[src/rtl/btn_sw_conditioner_if.sv]
`default_nettype none
// ============================================================================
// Module   : btn_sw_conditioner_if
// Purpose  : Raw button/switch inputs and conditioned outputs of the
//            button/switch front end, bundled for the LED pattern datapath.
// Revision : 1.0 - initial release
// ============================================================================
interface btn_sw_conditioner_if;
  logic [3:0] btn;          // raw push buttons, asynchronous to the clock
  logic [1:0] sw;           // raw slide switches, asynchronous to the clock
  logic [3:0] btn_db;       // debounced button levels
  logic [3:0] btn_press;    // one-cycle pulse per debounced 0->1 transition
  logic [1:0] sw_db;        // debounced switch levels
  logic [1:0] mode_sel;     // latched mode select
  logic       mode_change;  // one-cycle pulse when mode_sel is loaded

  // Board / consumer side: supplies raw pins, observes conditioned outputs
  modport master (
    output btn, sw,
    input  btn_db, btn_press, sw_db, mode_sel, mode_change
  );

  // Conditioner side
  modport slave (
    input  btn, sw,
    output btn_db, btn_press, sw_db, mode_sel, mode_change
  );
endinterface
`default_nettype wire

[src/rtl/btn_sw_conditioner.sv]
`default_nettype none
// ============================================================================
// Module   : btn_sw_conditioner
// Purpose  : Synchronizes and debounces raw buttons/switches, generates press
//            pulses and a latched 2-bit mode select from the last press.
// Revision : 1.0 - initial release
// ============================================================================
module btn_sw_conditioner #(
  parameter int DEBOUNCE_CYCLES = 1250000,  // >= 2
  parameter int CNT_W           = 21        // must hold DEBOUNCE_CYCLES-1
) (
  input  wire logic           clk_125,
  input  wire logic           sys_rst,
  btn_sw_conditioner_if.slave cond_if
);

  // Buttons occupy bits [3:0], switches bits [5:4].
  localparam int NB = 6;
  localparam logic [CNT_W-1:0] CNT_LAST = CNT_W'(DEBOUNCE_CYCLES - 1);

  typedef enum logic [1:0] {M0 = 2'd0, M1 = 2'd1, M2 = 2'd2, M3 = 2'd3} mode_t;

  logic [NB-1:0] raw;
  logic [NB-1:0] sync1_q;
  logic [NB-1:0] sync2_q;
  logic [NB-1:0] db;
  logic [3:0]    btn_db_dly_q;
  logic [3:0]    press;
  mode_t         mode_q;
  logic          mode_change_q;

  assign raw = {cond_if.sw, cond_if.btn};

  // Two-flop synchronizer, no logic between the stages
  always_ff @(posedge clk_125) begin
    if (sys_rst) begin
      sync1_q <= '0;
      sync2_q <= '0;
    end else begin
      sync1_q <= raw;
      sync2_q <= sync1_q;
    end
  end

  for (genvar i = 0; i < NB; i++) begin : g_db
    logic [CNT_W-1:0] cnt_q;
    logic             db_q;

    // Count consecutive disagreements; any agreement restarts the count and
    // the value is accepted on the cycle the count would reach DEBOUNCE_CYCLES
    always_ff @(posedge clk_125) begin
      if (sys_rst) begin
        cnt_q <= '0;
        db_q  <= 1'b0;
      end else if (sync2_q[i] == db_q) begin
        cnt_q <= '0;
      end else if (cnt_q == CNT_LAST) begin
        db_q  <= sync2_q[i];
        cnt_q <= '0;
      end else begin
        cnt_q <= cnt_q + 1'b1;
      end
    end

    assign db[i] = db_q;
  end

  // Previous debounced button levels for rising-edge detection
  always_ff @(posedge clk_125) begin
    if (sys_rst) btn_db_dly_q <= '0;
    else         btn_db_dly_q <= db[3:0];
  end

  assign press = db[3:0] & ~btn_db_dly_q;

  // Mode FSM: highest-index new press wins; re-selecting the current mode
  // still pulses mode_change
  always_ff @(posedge clk_125) begin
    if (sys_rst) begin
      mode_q        <= M0;
      mode_change_q <= 1'b0;
    end else if (|press) begin
      mode_change_q <= 1'b1;
      if      (press[3]) mode_q <= M3;
      else if (press[2]) mode_q <= M2;
      else if (press[1]) mode_q <= M1;
      else               mode_q <= M0;
    end else begin
      mode_change_q <= 1'b0;
    end
  end

  assign cond_if.btn_db      = db[3:0];
  assign cond_if.sw_db       = db[5:4];
  assign cond_if.btn_press   = press;
  assign cond_if.mode_sel    = mode_q;
  assign cond_if.mode_change = mode_change_q;

endmodule
`default_nettype wire
[src/flat_wrapper.sv]
// flat-port wrapper written by rule: the top's interface ports become plain ports
module btn_sw_conditioner_flat 
#(
  parameter int DEBOUNCE_CYCLES = 1250000,         
  parameter int CNT_W           = 21                                      
)
  (clk_125, sys_rst, cond_if_btn, cond_if_sw, cond_if_btn_db, cond_if_btn_press, cond_if_sw_db, cond_if_mode_sel, cond_if_mode_change);
  btn_sw_conditioner_if cond_if_i ();
  input  wire logic clk_125;
  input  wire logic sys_rst;
  input wire logic [$bits(cond_if_i.btn)-1:0] cond_if_btn;
  input wire logic [$bits(cond_if_i.sw)-1:0] cond_if_sw;
  output wire logic [$bits(cond_if_i.btn_db)-1:0] cond_if_btn_db;
  output wire logic [$bits(cond_if_i.btn_press)-1:0] cond_if_btn_press;
  output wire logic [$bits(cond_if_i.sw_db)-1:0] cond_if_sw_db;
  output wire logic [$bits(cond_if_i.mode_sel)-1:0] cond_if_mode_sel;
  output wire logic [$bits(cond_if_i.mode_change)-1:0] cond_if_mode_change;
  assign cond_if_i.btn = cond_if_btn;
  assign cond_if_i.sw = cond_if_sw;
  assign cond_if_btn_db = cond_if_i.btn_db;
  assign cond_if_btn_press = cond_if_i.btn_press;
  assign cond_if_sw_db = cond_if_i.sw_db;
  assign cond_if_mode_sel = cond_if_i.mode_sel;
  assign cond_if_mode_change = cond_if_i.mode_change;
  btn_sw_conditioner #(.DEBOUNCE_CYCLES(DEBOUNCE_CYCLES), .CNT_W(CNT_W)) u_core (.clk_125(clk_125), .sys_rst(sys_rst), .cond_if(cond_if_i));
endmodule
[config.mk]
export PLATFORM = sky130hd
export DESIGN_NAME = btn_sw_conditioner_flat
export DESIGN_NICKNAME = d
export VERILOG_FILES = /design/src/rtl/btn_sw_conditioner_if.sv /design/src/rtl/btn_sw_conditioner.sv /design/src/flat_wrapper.sv
export SDC_FILE = /design/constraint.sdc
export NUM_CORES = 1
export LEC_CHECK = 0
export ABC_AREA = 1
export CAP_MARGIN = 20
export CORE_UTILIZATION = 66
export DETAILED_ROUTE_END_ITERATION = 7
export HOLD_SLACK_MARGIN = 0.15
export PLACE_DENSITY = 0.94
export SLEW_MARGIN = 20
export SYNTH_ARGS = -nofsm -noshare
export SYNTH_HDL_FRONTEND = slang
export SYNTH_SLANG_ARGS = --single-unit
[constraint.sdc]
create_clock -name clk_125 -period 3.6 [get_ports clk_125]
set_clock_uncertainty 0.05 [all_clocks]
set_input_delay 0.72 -clock clk_125 [delete_from_list [all_inputs] [get_ports clk_125]]
set_output_delay 0.72 -clock clk_125 [all_outputs]
set_load 0.02 [all_outputs]
-- Yosys cells after proc, flatten, opt, wreduce, memory -nomap -nowiden
Cells that the tools add are included.
- shift-type cells: 0
- $lt $le $gt $ge: 0
- bitwise operators: 8
- equality and inequality tests: 12
- multiply operators: 0
- divide/modulo/power cells: 0
- reductions and logical operators: 13
- muxes and demuxes: 4
- add/subtract/negate cells: 6
- operator list (cell ; count):
    adder 21 x 1 -> 21 bit (second input constant) ; 6
    == test 21 bit (second input constant) ; 6
    OR reduction 3 bit ; 6
    AND reduction 2 bit ; 6
    == test 1 bit ; 6
    inverter 1 bit ; 6
    AND 4 bit ; 1
    two-way mux 2 bit ; 2
    inverter 4 bit ; 1
    OR reduction 4 bit ; 1
    two-way mux 1 bit ; 2
- latch bits: 0
- output and inout port bits: 13
- word-level logic and storage cells: 60
- input bits: 8
- memories kept: 0
- register bits: 151
- memory bits (read-only): 0
- RAM bits: 0

-- Depth between registers and ports, before layout
Gate-level depths: netlist of the first run.
- word-level depth: 5
- depth in mapped cells: 9
- gate-level depth less buffers: 9

-- Worst setup path after synthesis of the first run
Ideal clock, no wire load.
- path type: input-to-reg
- start point: input port sys_rst
- end point: register u_core.g_db[3].cnt_q[11]
- data required time: 3480 ps
- setup slack: 2059 ps
- setup time: 70 ps
- path buffers: 2
- arrival time: 1421 ps
- stages on the path: 7
- path through: inv_1 -> buf_4 -> o21ai_0 -> a21oi_1 -> nand2_2 -> buf_6 -> a21oi_1
- cells in the longest elaborated chain, start to end: 1
- RTL lines (what ; line ; source):
    from (decl) ; flat_wrapper.sv:10 ; input wire logic sys_rst;
    OR reduction 3 bit (no source line) ; - ;
    to (signal assigned) ; btn_sw_conditioner.sv:61 ; cnt_q <= cnt_q + 1'b1;
    to (decl) ; btn_sw_conditioner.sv:46 ; logic [CNT_W-1:0] cnt_q;
No other way between the ends.
A chain may end at the register's enable or synchronous reset.

-- Worst setup path after layout of the first run
- start point: register u_core.g_db[3].db_q
- end point: output port cond_if_btn_press[3]
- cells in the longest elaborated chain, start to end: 1
- RTL lines (what ; line ; source):
    from (decl) ; btn_sw_conditioner.sv:47 ; logic db_q;
    from (signal assigned) ; btn_sw_conditioner.sv:58 ; db_q <= sync2_q[i];
    AND 4 bit ; btn_sw_conditioner.sv:74 ; assign press = db[3:0] & ~btn_db_dly_q;
    to (decl) ; flat_wrapper.sv:14 ; output wire logic [$bits(cond_if_i.btn_press)-1:0] cond_if_btn_press;
No other way between the ends.

==> out/summary.log, run 1 <==
[global_routing] initial antenna violation count 0
[global_routing] global-route layer with the greatest usage met2
[drt] Antenna Nets Post-Route 0
[timing] tightest slew margin relative to the limit 51.6%
[yosys] number of flops mapped to enable cells by yosys 0
[setup_path] CP max stage cell sky130_fd_sc_hd__clkdlybuf4s50_1
[yosys] gate count of the mapped netlist 1102
[drt] number of design-rule violations left by the first detailed-router iteration 507
[timing] Setup TNS 0 ns
[finish] end-of-flow core utilization 75.0%
[drt] DRC errors left 0
[finish] area occupied by multi-input gates 3750 um^2
[yosys] register area share after synthesis 41.0%
[die] die height 108 um
[timing] final worst path period need 2.71 ns
[global_routing] met3 routing resource usage after global routing 5.99%
[yosys] Netlist cell types 27
[timing] maximum clock frequency 369 MHz
[timing] slew at the pin closest to its max-slew limit 0.725 ns
[timing] final-report hold violation count 0
[cts] clock insertion delay at the later pin of the skew report 0.53 ns
[drt] post-detailed-routing wire length 15600 um
[pwr] overall power after layout 3.41 mW
[place] Detail Placement HPWL 10800 um
[setup_path] type of origin of the critical path flop
[finish] most frequent standard cell in the layout excluding fill and tap cells sky130_fd_sc_hd__nand2_1
[finish] Antenna diodes 0
[die] number of top-level design ports 21
[finish] leading cell types in the layout, fill and taps excluded sky130_fd_sc_hd__nand2_1, sky130_fd_sc_hd__nor2_1, sky130_fd_sc_hd__dfxtp_1
[drt] Wirelength per Cell 12.2 um
[setup_path] R2R Setup Slk 1.56 ns
[setup_path] cells traversed along the worst timing path inv_1 -> nor2_1 -> clkdlybuf4s50_1
[setup_path] critical path class reg2out
[cts] deepest clock path buffer count 2
[worst_hold_path] number of cells traversed by the worst hold path 2
[setup_path] worst path required time 2.83 ns
[drt] number of optimization iterations in the first detailed-route pass 5
[cts] buffer cell driving the clock tree root sky130_fd_sc_hd__clkbuf_8
[place] setup slack after placement 0.833 ns
[setup_path] arrival time of the worst setup path 1.94 ns
[drt] total vias in the final route 6726
[yosys] Cell Area, Synth 7370 um^2
[worst_hold_path] kind of path behind the tightest hold check reg2reg
[cts] number of buffers inserted for hold repair after clock tree synthesis 0
[place] # port buffers 20
[global_routing] number of global-route vias before repair 6326
[die] die outline width 108 um
[cts] Reg clk slew, reported paths 0.06 ns
[cts] H-tree depth 4
[global_routing] wire length of the first global-routing pass 26700 um
[timing] Final period util 75.4%
[global_routing] pin count of the biggest net entering global routing 22
[cts] buffers inserted by post-CTS timing repair 0
[yosys] syn_area_per_cell 6.69 um^2
[yosys] Syn Nets 1116
[setup_path] cell family with most CP delay buffers and inverters
[outcome] outcome completed
[yosys] total of flip-flops plus latches after synthesis 151
[yosys] Synth async-reset ratio 0%
[global_routing] met2 Use GR 51.2%
[yosys] Synth Warn # 0
[yosys] prevailing post-synth register cell sky130_fd_sc_hd__dfxtp_1
[setup_path] Bufs and invs on worst path 2
[setup_path] maximum single-stage delay on the critical path 0.66 ns
[finish] total of fill cells in the finished design 808
[timing] setup slack after layout 0.887 ns
[die] initial core utilization 68.0%
[timing] RSZ-0062 raised after global routing no
[cts] TritonCTS sink count 151
[pwr] cell area power density 420 nW/um^2
[global_routing] Congestion Overflow GR 0
[timing] max-slew violation count 0
[setup_path] worst reg2reg path startpoint u_core.g_db[0].cnt_q[0]
[finish] area growth from synthesis to final layout 10.3%
[drt] number of vias per cell after detailed routing 5.28
[global_routing] total global routing track utilization 28.9%
[cts] clock buffers created by TritonCTS 17
[cts] clock tree from TritonCTS done
[worst_hold_path] destination of the worst hold path u_core.sync2_q[4]
[die] core footprint 10800 um^2
[setup_path] maximum net fanout on the critical path 4
[cts] PostCTS Resize Cnt 0
[setup_path] CP endpoint kind primary output
[finish] sequential cell area 3020 um^2
[setup_path] cells on worst reg2reg path 6
[place] routability congestion estimate 0.894
[die] Std-Cell Rows 38
[global_routing] M1 GR Usage 32.5%
[pwr] largest vdd supply drop 424 uV
[finish] ratio of cells with drive above 1 in the final layout 4.94%
[worst_hold_path] start point of the worst hold path u_core.sync1_q[4]
[pwr] leakage component of the power 2.51 nW
[timing] final-report setup violation count 0
[run] reported max-cap violation count 0
[die] total die area 11600 um^2
[setup_path] worst reg2reg path endpoint u_core.g_db[0].cnt_q[14]
[finish] Final #Nets 1135
[cells by family after synthesis]
group | synth area share (%)
simple gates | 38.0
flops | 41.0
buf+inv | 8.15
compound gates | 5.86
xor+xnor | 5.94
fa+ha+maj | 1.02
[metal layers]
| metal | part of all wire (%) | vias to the layer above |
|---|---|---|
| li1 | - | 3466 |
| met1 | 43 | 3029 |
| met2 | 49 | 186 |
| met3 | 4.3 | 45 |
| met4 | 3.0 | 0 |
| met5 | 0 | - |
[synth_stat cells, types with 4 or more instances]
master,instances,share of area [%]
sky130_fd_sc_hd__nand2_2,5,0.42
sky130_fd_sc_hd__nand3b_1,6,0.61
sky130_fd_sc_hd__xor2_1,22,2.6
sky130_fd_sc_hd__nor2_1,279,14
sky130_fd_sc_hd__o21bai_1,4,0.41
sky130_fd_sc_hd__or2_0,5,0.42
sky130_fd_sc_hd__nand2_1,284,14
sky130_fd_sc_hd__buf_6,10,1.5
sky130_fd_sc_hd__nand3_2,6,0.81
sky130_fd_sc_hd__xnor2_1,28,3.3
sky130_fd_sc_hd__nand4_1,16,1.4
sky130_fd_sc_hd__nand3_1,62,4.2
sky130_fd_sc_hd__o21ai_0,16,1.1
sky130_fd_sc_hd__dfxtp_1,151,41
sky130_fd_sc_hd__nor2_2,9,0.76
sky130_fd_sc_hd__inv_1,107,5.4
sky130_fd_sc_hd__buf_4,9,0.92
sky130_fd_sc_hd__ha_1,6,1.0
sky130_fd_sc_hd__a21oi_1,63,4.3
[tightest hold or removal path: stages (launching register included)]
cell and delay [ns]:
sky130_fd_sc_hd__dfxtp_1 0.30, sky130_fd_sc_hd__inv_1 0.04, sky130_fd_sc_hd__nor2_1 0.03
[registers in the layout (all words and copies together), names as in the netlist]
signal / cells
u_core.cond_if.mode_change: 1
u_core.sync2_q: 6
u_core.cond_if.mode_sel: 2
u_core.sync1_q: 6
u_core.g_db.cnt_q: 126
u_core.g_db.db_q: 6
u_core.btn_db_dly_q: 4
[how the worst max path moves through the flow]
stage	startpoint	to	slack [ns]	depth (start not counted)
floorplan	sys_rst	u_core.g_db[3].cnt_q[11]	2.06	7
global placement	sys_rst	u_core.g_db[1].cnt_q[20]	0.91	7
detailed placement	sys_rst	u_core.g_db[1].cnt_q[13]	0.83	7
CTS	u_core.g_db[3].db_q	cond_if_btn_press[3]	0.87	3
global route	u_core.g_db[3].db_q	cond_if_btn_press[3]	0.82	3
finish	u_core.g_db[3].db_q	cond_if_btn_press[3]	0.89	3
[layout make-up]
class	instances	share of cell area [%]
Timing Repair Buffer	21	2.56
Multi-Input combinational cell	820	46.1
Clock buffer	20	5.36
Clock inverter	11	1.55
Inverter	110	5.08
Tap cell	140	2.15
Sequential cell	151	37.2
[per-stage QoR]
step | cell area [um^2] | hold slack [ns] | instances
floorplan | 7370 | 0.338 | 1102
CTS | 8130 | 0.352 | 1273
detailed placement | 7570 | 0.344 | 1242
global placement | 7570 | 0.338 | 1242
finish | 8130 | 0.358 | 1273
global route | 8130 | 0.377 | 1273
[where the power goes]
part           internal, mW  switching, mW
Sequential             1.68        0.00532
Combinational        0.0128         0.0235
Clock                  1.00          0.687
Total                  2.69          0.716
No activity file was read; power rests on OpenSTA's default activity.
==> run 2, diff against run 1 <==
Settings changed: CORE_UTILIZATION 66 to 62, PLACE_DENSITY 0.94 to 0.89.
Clock period 3.6 ns to 2.7 ns, I/O delays scaled along.
==> out/summary.log, run 2 (synthesis gave the netlist of run 1 again) <==
[finish] Antenna diodes 0 [unchanged]
[run] reported max-cap violation count 0 [unchanged]
[finish] Final #Nets 1138 [+0.26%]
[setup_path] maximum net fanout on the critical path 4 [unchanged]
[die] total die area 12300 um^2 [+6.3%]
[global_routing] total global routing track utilization 25.9% [-3.0 points]
[finish] end-of-flow core utilization 71.2% [-3.8 points]
[die] initial core utilization 64.0% [-4.0 points]
[global_routing] global-route layer with the greatest usage met2
[timing] Setup TNS 0 ns [unchanged]
[pwr] switching power total 0.913 mW [+27%]
[cts] TritonCTS sink count 151 [unchanged]
[die] Std-Cell Rows 39 [+2.6%]
[outcome] outcome finished with violations
[cts] deepest clock path buffer count 2 [unchanged]
[die] die height 111 um [+3.1%]
[place] setup slack after placement 0.234 ns [-0.599 ns]
[timing] final-report setup violation count 0 [unchanged]
[pwr] leakage component of the power 2.54 nW [+1.1%]
[die] number of top-level design ports 21 [unchanged]
[drt] number of design-rule violations left by the first detailed-router iteration 541 [+6.7%]
[pwr] Comb pwr share 1.1% [about the same]
[timing] final worst path period need 2.34 ns
[global_routing] number of global-route vias before repair 6131 [-3.1%]
[drt] total vias in the final route 6671 [-0.82%]
[finish] final instance area 8200 um^2 [+0.91%]
[global_routing] pin count of the biggest net entering global routing 22 [unchanged]
[timing] maximum clock frequency 427 MHz
[setup_path] arrival time of the worst setup path 1.75 ns [-0.19 ns]
[global_routing] M1 GR Usage 32.9% [+0.46 points]
[place] Placement Cell Area 7590 um^2 [+0.35%]
[die] die outline width 111 um [+3.1%]
[drt] DRC errors left 2 [+2]
[global_routing] met2 Use GR 42.1% [-9.1 points]
[cts] number of buffers inserted for hold repair after clock tree synthesis 0 [unchanged]
[pwr] switching share of power 19.2% [-1.8 points]
[finish] ratio of cells with drive above 1 in the final layout 5.03% [+0.084 points]
[timing] max-slew violation count 0 [unchanged]
[place] # port buffers 20 [unchanged]
[setup_path] type of origin of the critical path flop
[timing] RSZ-0062 raised after global routing no
[cts] H-tree depth 4 [unchanged]
[global_routing] wire length of the first global-routing pass 26200 um [-1.8%]
[finish] most frequent standard cell in the layout excluding fill and tap cells sky130_fd_sc_hd__nand2_1
[global_routing] met3 routing resource usage after global routing 7.05% [+1.1 points]
[finish] max reg flops 126 [unchanged]
[drt] Antenna Nets Post-Route 0 [unchanged]
[setup_path] CP endpoint kind primary output
[timing] final-report hold violation count 0 [unchanged]
[place] routability congestion estimate 0.884 [-1.2%]
[global_routing] initial antenna violation count 0 [unchanged]
[setup_path] worst path required time 2.11 ns [-0.72 ns]
[drt] post-detailed-routing wire length 14900 um [-4.3%]
[pwr] power share of the clock group 51.6% [+2.1 points]
[timing] setup slack after layout 0.358 ns [-0.529 ns]
[timing] Final period util 86.7%
[finish] count of placed standard cells in the final layout, fillers left out 1277 [+0.31%]
[finish] area growth from synthesis to final layout 11.3%
[timing] tightest slew margin relative to the limit 52.5% [+0.92 points]
[timing] slew at the pin closest to its max-slew limit 0.711 ns [-0.0138 ns]
[cts] clock buffers created by TritonCTS 17 [unchanged]
[place] number of placed instances with taps included 1248 [+0.48%]
[drt] number of optimization iterations in the first detailed-route pass 7 [+2]
[pwr] cell area power density 579 nW/um^2 [+38%]
[cts] buffer cell driving the clock tree root sky130_fd_sc_hd__clkbuf_16
[cts] clock insertion delay at the later pin of the skew report 0.42 ns [-0.11 ns]
[setup_path] critical path class reg2out
[finish] register with the most flip-flops u_core.g_db.cnt_q
[drt] Wirelength per Cell 11.7 um [-4.6%]
[worst_hold_path] kind of path behind the tightest hold check reg2reg
[pwr] register share of total power 47.3% [-2.1 points]
[pwr] cell internal pwr 3.84 mW [+42%]
[cts] Reg clk slew, reported paths 0.06 ns [about the same]
[place] Detail Placement HPWL 10600 um [-1.6%]
[global_routing] Congestion Overflow GR 0 [unchanged]
[cts] buffers inserted by post-CTS timing repair 0 [unchanged]
[finish] leading cell types in the layout, fill and taps excluded sky130_fd_sc_hd__nand2_1, sky130_fd_sc_hd__nor2_1, sky130_fd_sc_hd__dfxtp_1
[outcome] violated checks DRC
[cts] clock tree from TritonCTS done
[drt] number of vias per cell after detailed routing 5.22 [-1.1%]
[cts] PostCTS Resize Cnt 0 [unchanged]
[die] core footprint 11500 um^2 [+6.2%]
[pwr] largest vdd supply drop 694 uV [+64%]
[run 2: power by group through the flow]
stage               sequential [mW]  combinational (mW)  clock, mW
floorplan                      2.29              0.0381          0
global placement               2.29              0.0497          0
detailed placement             2.29              0.0509          0
CTS                            2.25              0.0513       2.49
global route                   2.25              0.0570       2.59
finish                         2.25              0.0504       2.45
[run 2: cell type report]
cell class	count	area, um^2
Multi-Input combinational cell	820	3750
Fill cell	935	3310
Sequential cell	151	3020
Clock buffer	21	460
Inverter	110	413
Timing Repair Buffer	24	230
Tap cell	143	179
Clock inverter	8	149
[run 2: path summary, 6_finish.rpt]
check,startpoint,endpoint,slack (ns),cells past startpoint
worst max-delay path,u_core.g_db[2].db_q,cond_if_btn_press[2],0.36,3
worst min-delay path,u_core.sync1_q[1],u_core.sync2_q[1],0.35,2
worst max register to register,u_core.g_db[1].cnt_q[0],u_core.g_db[1].cnt_q[10],0.71,6
worst min register to register,u_core.sync1_q[1],u_core.sync2_q[1],0.35,2
[run 2: worst max-delay path, stage by stage (launching register included)]
cell	delay (ns)
sky130_fd_sc_hd__dfxtp_1	0.39
sky130_fd_sc_hd__inv_1	0.10
sky130_fd_sc_hd__nor2_1	0.19
sky130_fd_sc_hd__clkdlybuf4s50_1	0.64
[run 2: routing by layer]
metal	share of wire, %	wire length (um)
met5	0	0
met3	5.6	830
met2	46	6890
met4	1.6	237
met1	47	6950
[run 2: per-stage QoR]
stage          hold WS (ns)  power [mW]
2_1_floorplan         0.338        2.33
4_1_cts               0.349        4.79
6_report              0.352        4.75
5_1_grt               0.367        4.89
3_5_place_dp          0.343        2.35
3_3_place_gp          0.338        2.34
==> run 3, diff against run 2 <==
Settings changed: CTS_CLUSTER_DIAMETER from default to 150.
==> results of run 3 <==
No change in the layout: final DEF, timing and power equal those of run 2.
